$ cat src/rtl/out_flat_signature_collector_pkg.sv
// Shared definitions for the out_flat signature collector: state encoding,
// signature width, default MISR polynomial and the 32-bit fold of a sample.
package sigcol_pkg;

   localparam int SIG_W = 32;
   localparam int FOLD_DATA_W = 159;
   localparam logic [SIG_W-1:0] DEFAULT_POLY = 32'h04C1_1DB7;

   typedef enum logic [1:0] {
      IDLE    = 2'd0,
      COLLECT = 2'd1,
      DONE    = 2'd2
   } state_t;

   // Zero-pad the sample up to a whole number of 32-bit chunks and XOR the
   // chunks together, so the top partial chunk lands on the low fold bits.
   function automatic logic [SIG_W-1:0] fold32(input logic [FOLD_DATA_W-1:0] data);
      localparam int PAD_W = ((FOLD_DATA_W + SIG_W - 1) / SIG_W) * SIG_W;
      logic [PAD_W-1:0] padded;
      logic [SIG_W-1:0] acc;
      padded = '0;
      padded[FOLD_DATA_W-1:0] = data;
      acc = '0;
      for (int i = 0; i < PAD_W / SIG_W; i++) begin
         acc = acc ^ padded[i*SIG_W +: SIG_W];
      end
      return acc;
   endfunction

endpackage

$ cat src/rtl/out_flat_signature_collector_if.sv
// Sample/control bus between the run-control side (master) and the
// signature collector (slave). The mask signal exists only when OUT_MASK_EN
// is defined.
interface out_flat_signature_collector_if #(
   parameter int DATA_W = 159,
   parameter int CNT_W  = 16
);
   logic              start;
   logic [CNT_W-1:0]  num_samples;
   logic              sample_valid;
   logic [DATA_W-1:0] sample_data;
`ifdef OUT_MASK_EN
   logic [DATA_W-1:0] mask;
`endif
   logic              busy;
   logic              done;
   logic [31:0]       signature;
   logic [CNT_W-1:0]  sample_count;

`ifdef OUT_MASK_EN
   modport master (
      output start, num_samples, sample_valid, sample_data, mask,
      input  busy, done, signature, sample_count
   );
   modport slave (
      input  start, num_samples, sample_valid, sample_data, mask,
      output busy, done, signature, sample_count
   );
`else
   modport master (
      output start, num_samples, sample_valid, sample_data,
      input  busy, done, signature, sample_count
   );
   modport slave (
      input  start, num_samples, sample_valid, sample_data,
      output busy, done, signature, sample_count
   );
`endif

endinterface

$ cat src/rtl/out_flat_signature_collector_misr32.sv
// 32-bit Galois MISR. A load replaces the signature outright; otherwise an
// enabled cycle shifts left, applies the polynomial when the top bit falls
// out, and XORs in the folded sample.
module misr32
   import sigcol_pkg::*;
#(
   parameter logic [SIG_W-1:0] POLY = DEFAULT_POLY
) (
   input  logic             clk,
   input  logic             rst_n,
   input  logic             load,
   input  logic [SIG_W-1:0] load_val,
   input  logic             en,
   input  logic [SIG_W-1:0] fold_in,
   output logic [SIG_W-1:0] sig
);

   logic [SIG_W-1:0] sig_q;

   // Signature register: reset clears, load seeds, enable compacts one sample.
   always_ff @(posedge clk) begin
      if (!rst_n) begin
         sig_q <= '0;
      end else if (load) begin
         sig_q <= load_val;
      end else if (en) begin
         sig_q <= {sig_q[SIG_W-2:0], 1'b0} ^ (sig_q[SIG_W-1] ? POLY : '0) ^ fold_in;
      end
   end

   assign sig = sig_q;

endmodule

$ cat src/rtl/out_flat_signature_collector.sv
// Compacts the DUT out_flat bus into a 32-bit MISR signature over a
// programmed number of valid samples. Holds the run FSM, sample counter and
// target; the signature itself lives in misr32.
// Optional feature: define OUT_MASK_EN to add a mask input whose set bits are
// cleared from each sample before compaction.
module out_flat_signature_collector
   import sigcol_pkg::*;
#(
   parameter int               DATA_W = FOLD_DATA_W,
   parameter int               CNT_W  = 16,
   parameter logic [SIG_W-1:0] SEED   = 32'h0000_0001,
   parameter logic [SIG_W-1:0] POLY   = DEFAULT_POLY
) (
   input logic clk,
   input logic rst_n,
   out_flat_signature_collector_if.slave bus
);

   state_t            state_q;
   state_t            state_d;
   logic [CNT_W-1:0]  count_q;
   logic [CNT_W-1:0]  target_q;
   logic [CNT_W-1:0]  count_inc;
   logic              start_ok;
   logic              sample_ok;
   logic [DATA_W-1:0] data_eff;
   logic [SIG_W-1:0]  fold_val;

`ifdef OUT_MASK_EN
   assign data_eff = bus.sample_data & ~bus.mask;
`else
   assign data_eff = bus.sample_data;
`endif

   assign fold_val  = fold32(data_eff);
   assign count_inc = count_q + CNT_W'(1);
   assign start_ok  = bus.start && (state_q != COLLECT);
   assign sample_ok = bus.sample_valid && (state_q == COLLECT);

   // State register; reset always returns to IDLE and aborts any run.
   always_ff @(posedge clk) begin
      if (!rst_n) begin
         state_q <= IDLE;
      end else begin
         state_q <= state_d;
      end
   end

   // Next-state logic: start is only honoured outside COLLECT, and a run ends
   // on the sample that brings the count up to the target.
   always_comb begin
      state_d = state_q;
      case (state_q)
         IDLE, DONE: begin
            if (bus.start) begin
               state_d = (bus.num_samples == '0) ? DONE : COLLECT;
            end
         end
         COLLECT: begin
            if (bus.sample_valid && (count_inc == target_q)) begin
               state_d = DONE;
            end
         end
         default: state_d = IDLE;
      endcase
   end

   // Sample counter and latched target for the current run.
   always_ff @(posedge clk) begin
      if (!rst_n) begin
         count_q  <= '0;
         target_q <= '0;
      end else if (start_ok) begin
         count_q  <= '0;
         target_q <= bus.num_samples;
      end else if (sample_ok) begin
         count_q  <= count_inc;
      end
   end

   misr32 #(
      .POLY (POLY)
   ) u_misr (
      .clk      (clk),
      .rst_n    (rst_n),
      .load     (start_ok),
      .load_val (SEED),
      .en       (sample_ok),
      .fold_in  (fold_val),
      .sig      (bus.signature)
   );

   assign bus.busy         = (state_q == COLLECT);
   assign bus.done         = (state_q == DONE);
   assign bus.sample_count = count_q;

endmodule

$ cat src/flat_wrapper.sv
// flat-port wrapper written by rule: the top's interface ports become plain ports
module out_flat_signature_collector_flat import sigcol_pkg::*;
#(
   parameter int               DATA_W = FOLD_DATA_W,
   parameter int               CNT_W  = 16,
   parameter logic [SIG_W-1:0] SEED   = 32'h0000_0001,
   parameter logic [SIG_W-1:0] POLY   = DEFAULT_POLY
)
  (clk, rst_n, bus_start, bus_num_samples, bus_sample_valid, bus_sample_data, bus_busy, bus_done, bus_signature, bus_sample_count);
  out_flat_signature_collector_if #(.DATA_W(DATA_W), .CNT_W(CNT_W)) bus_i ();
  input logic clk;
  input logic rst_n;
  input wire logic [$bits(bus_i.start)-1:0] bus_start;
  input wire logic [$bits(bus_i.num_samples)-1:0] bus_num_samples;
  input wire logic [$bits(bus_i.sample_valid)-1:0] bus_sample_valid;
  input wire logic [$bits(bus_i.sample_data)-1:0] bus_sample_data;
  output wire logic [$bits(bus_i.busy)-1:0] bus_busy;
  output wire logic [$bits(bus_i.done)-1:0] bus_done;
  output wire logic [$bits(bus_i.signature)-1:0] bus_signature;
  output wire logic [$bits(bus_i.sample_count)-1:0] bus_sample_count;
  assign bus_i.start = bus_start;
  assign bus_i.num_samples = bus_num_samples;
  assign bus_i.sample_valid = bus_sample_valid;
  assign bus_i.sample_data = bus_sample_data;
  assign bus_busy = bus_i.busy;
  assign bus_done = bus_i.done;
  assign bus_signature = bus_i.signature;
  assign bus_sample_count = bus_i.sample_count;
  out_flat_signature_collector #(.DATA_W(DATA_W), .CNT_W(CNT_W), .SEED(SEED), .POLY(POLY)) u_core (.clk(clk), .rst_n(rst_n), .bus(bus_i));
endmodule
$ cat config.mk
export PLATFORM = sky130hd
export DESIGN_NAME = out_flat_signature_collector_flat
export DESIGN_NICKNAME = d
export VERILOG_FILES = /design/src/rtl/out_flat_signature_collector_pkg.sv /design/src/rtl/out_flat_signature_collector_if.sv /design/src/rtl/out_flat_signature_collector_misr32.sv /design/src/rtl/out_flat_signature_collector.sv /design/src/flat_wrapper.sv
export SDC_FILE = /design/constraint.sdc
export NUM_CORES = 1
export LEC_CHECK = 0
export CAP_MARGIN = 20
export CORE_MARGIN = 4
export CORE_UTILIZATION = 32
export CTS_CLUSTER_SIZE = 20
export DETAILED_ROUTE_END_ITERATION = 7
export MAX_ROUTING_LAYER = met4
export PLACE_DENSITY_LB_ADDON = 0.25
export RECOVER_POWER = 100
export SYNTH_ARGS = -nofsm -noshare
export SYNTH_HDL_FRONTEND = slang
export SYNTH_HIERARCHICAL = 1
export SYNTH_SLANG_ARGS = --single-unit
$ cat constraint.sdc
create_clock -name clk -period 2.75 [get_ports clk]
set_input_delay 0.55 -clock clk [delete_from_list [all_inputs] [get_ports clk]]
set_output_delay 0.55 -clock clk [all_outputs]
set_load 0.02 [all_outputs]
# == Word-level counts from Yosys, hierarchy flattened ==
# Cells that the tools add are included.
# word_totals
elab_cells,35
out_inout_bits,50
inputBits,179
reg_bits,66
# classes
addsub,1
muxes,7
n_eq_ne,6
reduce_logical,9
bitwise_logic,7
# ops
op,n
$xor 32x32->32,4
$xor 32x27->32,1
$xor 32x31->32,1
$mux 27,1
$add 16x1->16 const B,1
$eq 16x16->1,1
$logic_not 16->1,1
$mux 2,3
$ne 2x1->1 const B,2
$pmux 2 s2,1
$reduce_or 2->1,2
$logic_and 1x1->1,3
$eq 2x1->1 const B,1
$eq 2x2->1 const B,1
$logic_not 2->1,1
$mux 1,2
$ne 2x2->1 const B,1
$reduce_and 2->1,1
$reduce_bool 2->1,1
$not 1->1,1

# == Depth between registers and ports, before layout ==
# depth
depth_word,7
depth_mapped,10
depth_no_buf,7

# == Hierarchy ==
# Netlist, hierarchy kept.
# by_module_without_submodules
mod,seq_area_each_um2,cells_each,area_per_inst_um2,n_inst
out_flat_signature_collector,680.7,393,3178.0,1
misr32,640.6,196,1868.0,1

# == Worst setup path before layout ==
# No wires, ideal clock.
# synth_timing
kind,register to register
startpoint,register u_core.count_q[0] (netlist: u_core/bus.sample_count[0])
endpoint,register u_core.state_q[1]
required_ns,2.666
n_path_buf,1
t_arrival_ns,2.408
stages_incl_launch_ff,9
slack_ns,0.257
synth_period_minus_slack_ns,2.493
setup_time_ns,0.084
path_cell_list,dfxtp_1 > ha_1 > clkbuf_1 > and4b_1 > o22ai_1 > nor4_1 > nand4_4 > or4b_1 > o31ai_2
# synth_between
elab_chain_cells,5
# synth_lines
element,line,rtl
"start, declared",out_flat_signature_collector.sv:21,logic [CNT_W-1:0] count_q;
"start signal, assigned",out_flat_signature_collector.sv:77,count_q <= count_inc;
$add 16x1->16,out_flat_signature_collector.sv:36,assign count_inc = count_q + CNT_W'(1);
$eq 16x16->1,out_flat_signature_collector.sv:60,if (bus.sample_valid && (count_inc == target_q)) begin
$logic_and 1x1->1,out_flat_signature_collector.sv:60,
$ne 2x1->1 (no source line),n/a,
$reduce_and 2->1 (no source line),n/a,
"end signal, assigned",out_flat_signature_collector.sv:45,state_q <= state_d;
"end, declared",out_flat_signature_collector.sv:19,state_t state_q;
# No other way between the ends.
# A chain may end at the register's enable or synchronous reset.

# == Final worst setup path ==
# Ends and elaborated chain as after synthesis.

==> results.txt <==
Outcome = complete, no violations
First-pass GRT wire length = 23,500 µm
Main flop type after synthesis = dfxtp_1
Max frequency = 0.393 GHz
Clock sinks = 66
Drt initial violations = 249
Yosys top cell by area = xnor2_1
ANT nets after route = 0
Wire length per cell = 14.2 µm
Final Hold Violating Endpoints = 0
CP Capture Type = register
Layout Utilization = 51.5%
Area contributors post-synth = xnor2_1 (31%), dfxtp_1 (26%), nand2_1 (3.8%)
N_diodes = 0
Post-synth EDFFs = 0
Worst path max stage delay = 540 ps
CP cell instances = nand2_1 -> or4_1 -> a211o_1 -> a32oi_1 -> or4b_1 -> o31ai_2
Share of the synthesized area in the top cell type = 30.5%
CP top delay family = simple AND/OR/NAND/NOR gates
Die Area = 17,800 µm²
# rows = 45
Final nets = 1,017
IO Count = 229
Worst Hold Class = register to register
Register area share after synthesis = 26.2%
Area grow syn2layout = 56.4%
CTS tree = done
CTS Root Buffer Type = clkbuf_16
TNS Setup = 0 ps
Post-CTS Setup Bufs = 0
Vias in the first global route = 4,777
Crit path DAT = 2790 ps
Core Box Area = 15,300 µm²
Mean Syn Cell Area = 8.57 µm²
DRC = 0
Count of final setup violators = 0
Chip width = 134 µm
CTS H-tree depth = 3
Synth cell types = 55
Resize count post-CTS = 0
Cells after synthesis = 589
Port bufs = 228
GP Congestion = 0.926
Max-slew violation count = 0
Leak = 2.80 nW
WP data required = 3000 ps
Largest net degree at the start of global routing = 37
Hold_ws = 481 ps
Clk slew on worst S/H paths = 50 ps
Crit path launch type = register
Skew final = 5.14 ps
Detailed placer's ending HPWL = 12,200 µm
VDD IR-drop max = 0.000298 V
Final worst-path cycle share = 92.4%
Period minus WS final = 2540 ps
Share of cells above drive strength 1 = 4.29%
Mapped cell area = 5050 µm²
Power Density = 494 nW/µm²
CP max FO = 8
Die height = 134 µm
Initial antenna violation count = 0
RSZ-0062 raised after global routing = false
Tightest Pin Transition = 710 ps
Drt total wl = 15,000 µm
Slew HR = 52.7%
Global route total overflow = 0
Maxcap violations = 0
First-pass DRT Iterations = 4
Inserted Clock Buffers = 9
Gr usage total = 16.8%
Post-DR vias/cell = 4.63
Hold_buf cts = 0
Buf+Inv Stages, Crit Path = 0
Post-synth ARST share = 0%
DR vias = 4,864
Critical path type = register to register
Yosys warns = 6
Slowest CP cell = or4_1
Yosys reg bits = 66
Fillers = 1,534
Initial Utilization = 32.9%
Worst-skew pair later-pin latency = 330 ps
Max Root-Sink Buffers = 2
## cell usage in the layout, fill, tap and decap left out, types with 6 or more instances in the layout
cell               n
clkdlybuf4s50_1  177
xnor2_1          176
dfxtp_1           66
dlygate4sd3_1     51
nand2_1           51
nor2_1            39
conb_1            32
a211oi_1          19
a31o_1            19
o21ai_0           18
a21oi_1           17
a21boi_0          16
xor2_1            15
mux2i_1           15
nor3b_1           15
nand4_1           10
nand3_1           10
clkbuf_16          9
nor4_1             9
buf_4              8
inv_1              6
nor3_1             6
## sequential cells by signal, summed over array words and instances (netlist names)
| name | cells |
|---|---|
| u_core/u_misr/sig | 32 |
| u_core/bus.sample_count | 16 |
| u_core/target_q | 16 |
| u_core/state_q | 2 |
## power by group
| group | internal, mW | switching, mW |
|---|---|---|
| Combinational | 0.828 | 0.681 |
| Sequential | 1.06 | 0.104 |
| Clock | 0.806 | 0.414 |
## stage by stage
step                      cell area (µm²)  cells  power [mW]  worst slack, ps
after floorplan                      5160    619        2.16              257
after global placement               7640   1037        2.77              238
after detailed placement             7640   1037        2.78              209
after CTS                            7950   1051        4.03              200
after global routing                 7890   1051        4.11             80.3
final                                7890   1051        3.89              208
## synth_stat cells (6+ instances only)
cell type	number
nand4_1	10
buf_2	14
nor3b_1	15
nand2_1	51
a21oi_1	17
a31o_1	19
xnor2_1	176
nor4_1	9
mux2i_1	15
nor2_1	39
o21ai_1	12
clkbuf_1	12
dfxtp_1	66
o21ai_0	6
nor3_1	6
a211oi_1	10
xor2_1	15
a211oi_2	10
a21boi_0	16
nand3_1	10
inv_1	6
## kinds of logic after synthesis
logic type | share of synthesized area (%)
xor+xnor | 33.2
simple gates | 17.2
flops | 26.2
fa+ha+maj | 0.248
buf+inv | 4.14
mux | 3.20
compound gates | 15.7
other cells | 0.149
## worst min-delay path: stages (launching register included)
cell and delay [ps]:
dfxtp_1 320, nand2_1 50, a21boi_0 60
## per-layer routing
| metal | global-route usage (%) | share of wire, % |
|---|---|---|
| met2 | 31.3 | 53 |
| met4 | 2.80 | 0.96 |
| met3 | 4.83 | 6.9 |
| met1 | 17.9 | 39 |
| met5 | - | 0 |
## final timing paths
kind / cells after the start / slack, ps / to / start
max: 6 / 210 / u_core/state_q[1] / u_core/bus.sample_count[0]
min: 2 / 480 / u_core/target_q[14] / u_core/target_q[14]
max reg2reg: 6 / 210 / u_core/state_q[1] / u_core/bus.sample_count[0]
min reg2reg: 2 / 480 / u_core/target_q[14] / u_core/target_q[14]
## area by class of cell
type,instances,area (µm²),area share (%)
clock buffers,11,243,3.08
clock inverters,3,65.1,0.825
inverters,7,26.3,0.333
multi-input cells,511,3590,45.4
flip-flops and latches,66,1320,16.7
well taps,211,264,3.35
repair buffers,242,2380,30.2
No activity file was read; power rests on OpenSTA's default activity.
